==> src/rtl/pipediv_pkg.sv <==
// Shared widths, the per-operation flag bundle and datapath sizing for the
// pipelined divider.
package pipediv_pkg;

    localparam int DEF_DIVIDENDLEN = 16;
    localparam int DEF_DIVISORLEN  = 8;
    localparam int DEF_TAGLEN      = 4;

    typedef struct packed {
        logic neg_q;
        logic neg_r;
        logic dbz;
        logic ovf;
        logic is_signed;
    } flags_t;

    // Partial remainder width: wide enough for the dividend plus a divisor shifted by N-1.
    function automatic int datapath_len(input int n, input int m);
        return n + m - 1;
    endfunction

endpackage

==> src/rtl/pipediv_if.sv <==
// Operand/result bundle for the pipelined divider; master = producer/consumer
// side, slave = divider side. Results carry out_valid only, with no backpressure.
interface pipediv_if #(
    parameter int N = pipediv_pkg::DEF_DIVIDENDLEN,
    parameter int M = pipediv_pkg::DEF_DIVISORLEN,
    parameter int T = pipediv_pkg::DEF_TAGLEN
) ();

    logic         in_valid;
    logic         in_signed;
    logic [N-1:0] dividend;
    logic [M-1:0] divisor;
    logic [T-1:0] in_tag;
    logic         out_valid;
    logic [N-1:0] quotient;
    logic [M-1:0] remainder;
    logic         div_by_zero;
    logic         overflow;
    logic [T-1:0] out_tag;

    modport master (
        output in_valid, in_signed, dividend, divisor, in_tag,
        input  out_valid, quotient, remainder, div_by_zero, overflow, out_tag
    );

    modport slave (
        input  in_valid, in_signed, dividend, divisor, in_tag,
        output out_valid, quotient, remainder, div_by_zero, overflow, out_tag
    );

endinterface

==> src/rtl/pipediv_slice.sv <==
// One restoring-division step: trial-subtract the shifted divisor magnitude and
// keep the difference when it does not go negative.
module pipediv_slice #(
    parameter int SHIFT = 0,
    parameter int N     = 16,
    parameter int M     = 8
) (
    input  logic [N+M-2:0] rem_in,
    input  logic [M-1:0]   dmag,
    output logic [N+M-2:0] rem_out,
    output logic           q_bit
);

    localparam int DP = pipediv_pkg::datapath_len(N, M);

    logic [DP:0] sub_val;
    logic [DP:0] diff;

    // Both operands are below 2^DP, so bit DP of the difference is its sign.
    always_comb begin
        sub_val = {{(DP + 1 - M){1'b0}}, dmag} << SHIFT;
        diff    = {1'b0, rem_in} - sub_val;
        q_bit   = ~diff[DP];
        rem_out = q_bit ? diff[DP-1:0] : rem_in;
    end

endmodule

==> src/rtl/pipediv_sv.sv <==
// Pipelined restoring divider: stage 0 conditions operands, stages 1..N each
// resolve one quotient bit, stage N+1 applies signs and flags.
module pipediv_sv
    import pipediv_pkg::*;
#(
    parameter int DIVIDENDLEN = DEF_DIVIDENDLEN,
    parameter int DIVISORLEN  = DEF_DIVISORLEN,
    parameter int TAGLEN      = DEF_TAGLEN
) (
    input logic       clock,
    input logic       reset,
    input logic       hold,
    pipediv_if.slave  bus
);

    localparam int N  = DIVIDENDLEN;
    localparam int M  = DIVISORLEN;
    localparam int T  = TAGLEN;
    localparam int DP = datapath_len(N, M);

    typedef struct packed {
        logic          valid;
        logic [T-1:0]  tag;
        flags_t        flags;
        logic [N-1:0]  quo;
        logic [DP-1:0] rem;
        logic [M-1:0]  dmag;
    } stage_t;

    stage_t stage_q [0:N+1];
    stage_t stage_d [0:N+1];

    logic [DP-1:0] slice_rem [1:N];
    logic [N:1]    slice_bit;

    logic          a_neg;
    logic          b_neg;
    logic [N-1:0]  a_mag;
    logic [M-1:0]  b_mag;
    stage_t        fin;
    logic [N-1:0]  q_fix;
    logic [M-1:0]  r_mag;
    logic [M-1:0]  r_fix;

    for (genvar k = 1; k <= N; k++) begin : g_slice
        pipediv_slice #(.SHIFT(N - k), .N(N), .M(M)) u_slice (
            .rem_in  (stage_q[k-1].rem),
            .dmag    (stage_q[k-1].dmag),
            .rem_out (slice_rem[k]),
            .q_bit   (slice_bit[k])
        );
    end

    always_comb begin
        // Magnitudes are unsigned, so -2^(N-1) maps to 2^(N-1) without loss.
        a_neg = bus.in_signed & bus.dividend[N-1];
        b_neg = bus.in_signed & bus.divisor[M-1];
        a_mag = a_neg ? (~bus.dividend + 1'b1) : bus.dividend;
        b_mag = b_neg ? (~bus.divisor + 1'b1) : bus.divisor;

        stage_d[0]                 = '0;
        stage_d[0].valid           = bus.in_valid;
        stage_d[0].tag             = bus.in_tag;
        stage_d[0].flags.neg_q     = a_neg ^ b_neg;
        stage_d[0].flags.neg_r     = a_neg;
        stage_d[0].flags.dbz       = (bus.divisor == '0);
        stage_d[0].flags.ovf       = bus.in_signed
                                     && (bus.dividend == {1'b1, {(N-1){1'b0}}})
                                     && (bus.divisor == '1);
        stage_d[0].flags.is_signed = bus.in_signed;
        stage_d[0].rem             = {{(M-1){1'b0}}, a_mag};
        stage_d[0].dmag            = b_mag;

        for (int k = 1; k <= N; k++) begin
            stage_d[k]            = stage_q[k-1];
            stage_d[k].rem        = slice_rem[k];
            stage_d[k].quo[N-k]   = slice_bit[k];
        end

        // Quotient truncates toward zero; remainder follows the dividend sign.
        fin   = stage_q[N];
        r_mag = fin.rem[M-1:0];
        q_fix = fin.flags.neg_q ? (~fin.quo + 1'b1) : fin.quo;
        r_fix = fin.flags.neg_r ? (~r_mag + 1'b1) : r_mag;
        if (fin.flags.dbz) begin
            q_fix = '1;
            r_fix = '0;
        end
        stage_d[N+1]     = fin;
        stage_d[N+1].quo = q_fix;
        stage_d[N+1].rem = {{(DP-M){1'b0}}, r_fix};
    end

    always_ff @(posedge clock) begin
        if (reset) begin
            for (int i = 0; i <= N + 1; i++) stage_q[i] <= '0;
        end else if (!hold) begin
            for (int i = 0; i <= N + 1; i++) stage_q[i] <= stage_d[i];
        end
    end

    assign bus.out_valid   = stage_q[N+1].valid;
    assign bus.quotient    = stage_q[N+1].valid ? stage_q[N+1].quo : '0;
    assign bus.remainder   = stage_q[N+1].valid ? stage_q[N+1].rem[M-1:0] : '0;
    assign bus.div_by_zero = stage_q[N+1].valid & stage_q[N+1].flags.dbz;
    assign bus.overflow    = stage_q[N+1].valid & stage_q[N+1].flags.ovf;
    assign bus.out_tag     = stage_q[N+1].valid ? stage_q[N+1].tag : '0;

endmodule

==> src/flat_wrapper.sv <==
// flat-port wrapper written by rule: the top's interface ports become plain ports
module pipediv_sv_flat import pipediv_pkg::*;
#(
    parameter int DIVIDENDLEN = DEF_DIVIDENDLEN,
    parameter int DIVISORLEN  = DEF_DIVISORLEN,
    parameter int TAGLEN      = DEF_TAGLEN
)
  (clock, reset, hold, bus_in_valid, bus_in_signed, bus_dividend, bus_divisor, bus_in_tag, bus_out_valid, bus_quotient, bus_remainder, bus_div_by_zero, bus_overflow, bus_out_tag);
  pipediv_if #(.N((16)), .M((8)), .T((4))) bus_i ();
  input logic clock;
  input logic reset;
  input logic hold;
  input wire logic [$bits(bus_i.in_valid)-1:0] bus_in_valid;
  input wire logic [$bits(bus_i.in_signed)-1:0] bus_in_signed;
  input wire logic [$bits(bus_i.dividend)-1:0] bus_dividend;
  input wire logic [$bits(bus_i.divisor)-1:0] bus_divisor;
  input wire logic [$bits(bus_i.in_tag)-1:0] bus_in_tag;
  output wire logic [$bits(bus_i.out_valid)-1:0] bus_out_valid;
  output wire logic [$bits(bus_i.quotient)-1:0] bus_quotient;
  output wire logic [$bits(bus_i.remainder)-1:0] bus_remainder;
  output wire logic [$bits(bus_i.div_by_zero)-1:0] bus_div_by_zero;
  output wire logic [$bits(bus_i.overflow)-1:0] bus_overflow;
  output wire logic [$bits(bus_i.out_tag)-1:0] bus_out_tag;
  assign bus_i.in_valid = bus_in_valid;
  assign bus_i.in_signed = bus_in_signed;
  assign bus_i.dividend = bus_dividend;
  assign bus_i.divisor = bus_divisor;
  assign bus_i.in_tag = bus_in_tag;
  assign bus_out_valid = bus_i.out_valid;
  assign bus_quotient = bus_i.quotient;
  assign bus_remainder = bus_i.remainder;
  assign bus_div_by_zero = bus_i.div_by_zero;
  assign bus_overflow = bus_i.overflow;
  assign bus_out_tag = bus_i.out_tag;
  pipediv_sv #(.DIVIDENDLEN(DIVIDENDLEN), .DIVISORLEN(DIVISORLEN), .TAGLEN(TAGLEN)) u_core (.clock(clock), .reset(reset), .hold(hold), .bus(bus_i));
endmodule
==> config.mk <==
export PLATFORM = sky130hd
export DESIGN_NAME = pipediv_sv_flat
export DESIGN_NICKNAME = d
export VERILOG_FILES = /design/src/rtl/pipediv_pkg.sv /design/src/rtl/pipediv_if.sv /design/src/rtl/pipediv_slice.sv /design/src/rtl/pipediv_sv.sv /design/src/flat_wrapper.sv
export SDC_FILE = /design/constraint.sdc
export NUM_CORES = 1
export LEC_CHECK = 0
export BUFFER_PORTS_ARGS = -buffer_cell sky130_fd_sc_hd__buf_4
export CAP_MARGIN = 20
export CORE_AREA = 2 2 271 407
export CTS_CLUSTER_DIAMETER = 150
export DETAILED_ROUTE_END_ITERATION = 16
export DIE_AREA = 0 0 273 409
export PLACE_DENSITY = 0.59
export SLEW_MARGIN = 0
export SYNTH_ARGS = -nofsm -noshare
export SYNTH_HDL_FRONTEND = slang
export SYNTH_HIERARCHICAL = 1
export SYNTH_SLANG_ARGS = --single-unit
==> constraint.sdc <==
create_clock -name clock -period 30.4 [get_ports clock]
set_clock_uncertainty 0.2 [all_clocks]
set_input_delay 1.52 -clock clock [delete_from_list [all_inputs] [get_ports clock]]
set_output_delay 1.52 -clock clock [all_outputs]
set_load 0.01 [all_outputs]
==> results.md <==
- IO Pins: 64
- Rel. slew slack: 19.6%
- Unrepaired setup endpoints after global routing: false
- Post_cts resized: 0
- Area Growth Syn to Fin: 8.80%
- Crit Reg-Reg Endpoint: u_core/stage_q[0][572]$_SDFFCE_PN0P_
- Crit Path Category: in2reg
- Total core area: approximately 110000 um2
- Dpl cell area: approximately 44000 um2
- Fin nets: 3602
- Status: finished clean
- ANT nets after route: 0
- Hold Slack: 0.289 ns
- Final Hold Vio Count: 0
- Syn_area_per_cell: 12.2 um2
- H-tree Lvls: 3
- DRC: 0
- Vias after detailed routing: 23700
- Post-Place Cells: 4758
- Routability cong.: 0.858
- CTS tree: done
- CTS Buf Count: between 80 and 90
- Grt total ovfl: 0
- Final period util: 16.3%
- Yosys Warn Count: 6
- Cells on Worst Hold Path: 1
- R2R depth: 8
- Final number of max-transition violations: 0
- Post-CTS Setup Repair Bufs: 0
- CTS Sinks: 817
- Crit end category: flop
- Final cell count without fillers: 4909
- Vias in the first global route: 24100
- Pwr dens: 64.6 nW/um2
- Critical-path top delay cell: buf_4
- Hold buffers post-CTS: 0
- Crit-path cells: buf_4 -> nand2b_4 -> buf_4 -> buf_4 -> buf_4
- CP Buf/Inv Count: 4
- Max-Cap Viols: 0
- FILL cells: 9972
- Total Routed Length: 69900 um
- GRT Util Overall: between 10% and 20%
- FF-to-FF Start: u_core/stage_q[0][505]$_SDFFCE_PN0P_
- WL per Instance: 14.2 um
- Startpoint Class: input port
- N_diodes: 0
- Hold Crit Start: u_core/stage_q[0][370]$_SDFFCE_PN0P_
- Cells after Synth: 3482
- Chip height: 409 um
- Static leakage: 0.0182 uW
- Drt via density: 4.84
- Worst-Skew Late Latency: 0.65 ns
- Worst VDD drop: 0.0450 mV
- Post-Syn Area: 42600 um2
- Die area: 112000 um2
- Clk root buf: clkbuf_16
- R2R Setup Slk: 26.78 ns
- CP Data Arrival Time: 5.01 ns
- Crit-path max cell delay: around 0.94 ns
- Critical Path RT: 30.46 ns
- Largest Register: u_core/stage_q
- Drt first pass iters: 5
- Initial core utilization: approximately two fifths
- Crit path top cell by count: buf_4
- Critical path fanouts, max: 85
- Min Clock Period, post-route: 4.96 ns
- Die Wd: 273 um
- IO buf count: 63
- Drt initial violations: 954
- Worst hold path class: reg2reg
- Post-layout util: 42.9%
- Largest net degree at the start of global routing: 229
- Regs by FF count: u_core/stage_q x817
- Number of antenna violations at the first check in global routing: 0
- Final setup viols: 0
- Peak Freq: 202 MHz
- Worst-path clk slew: 0.06 ns
- Setup TNS: 0 ns
- Row cnt: 148
- CTS Buffer Depth: 3
- HPWL after DPL: 46200 um
- Family with the most delay on the worst path: buffers and inverters
- Least-Margin Pin Slew: 1.21 ns
- Hold Crit Endpoint: u_core/stage_q[0][427]$_SDFFCE_PN0P_
- Max reg flops: just over 800
- Layout Cell Area excl Fill: 46400 um2
- Share of layout cells above drive strength 1: slightly above 10%
- First-pass GRT wire length: 114000 um
[stage by stage]
| step | worst slack [ns] | power, uW |
|---|---|---|
| after global routing | 25.10 | 3150 |
| after CTS | 25.37 | 3040 |
| after floorplan | 7.91 | 1930 |
| after detailed placement | 24.68 | 2000 |
| after global placement | 24.74 | 1990 |
| final | 25.44 | 3000 |
[final cells by class]
class	instances	area (um2)	area share, %
clock buffer	104	2240	4.83
inverter	186	708	1.53
tap	1425	1780	3.85
sequential	817	24500	52.9
multi-input combinational	2251	16000	34.4
clock inverter	47	513	1.11
timing repair buffer	79	631	1.36
[worst register-to-register path: cells and delay by family (launching register included)]
kind,cells,cell delay (ns)
AOI/OAI and AO/OA,2,1.09
adders and majority gates,1,0.32
DFF,1,0.44
and+or+nand+nor,4,1.16
xor gates and xnor gates,1,0.16
[layer usage]
metal	part of all wire [%]	track usage, %
met1	34	11.0
met4	3.8	5.46
met2	59	26.4
met3	3.1	2.14
met5	0	0
[worst max path at each step]
stage | startpoint | end | slack, ns | cells after the start
after floorplan | reset | u_core/stage_q[0][0]$_SDFFCE_PN0P_ | 7.91 | 1
after detailed placement | reset | u_core/stage_q[0][832]$_SDFFCE_PN0P_ | 24.68 | 5
final | reset | u_core/stage_q[0][843]$_SDFFCE_PN0P_ | 25.44 | 5
after global routing | reset | u_core/stage_q[0][843]$_SDFFCE_PN0P_ | 25.10 | 5
after global placement | reset | u_core/stage_q[0][832]$_SDFFCE_PN0P_ | 24.74 | 5
after CTS | reset | u_core/stage_q[0][843]$_SDFFCE_PN0P_ | 25.37 | 5
[cell usage in the layout (no fill, tap or decap), drive strengths merged, types with 22 or more instances in the layout]
cell type / n
a21o: 40
a21oi: 160
and2: 803
buf: 79
clkbuf: 104
clkinv: 33
edfxtp: 817
ha: 133
inv: 190
mux2: 76
nand2: 86
nand2b: 39
nand3: 37
nor2: 187
nor2b: 30
nor3: 60
nor4: 28
o211ai: 22
o21ai: 69
or3: 26
xnor2: 110
xor2: 60
[report_power, final]
part | switching, uW | internal [uW] | total [uW] | leakage, uW
registers | 48.1 | 1350 | 1400 | 0.00903
clock network | 429 | 596 | 1030 | 0.00134
logic | 307 | 267 | 574 | 0.00781
(Power assumes the default switching activity.)
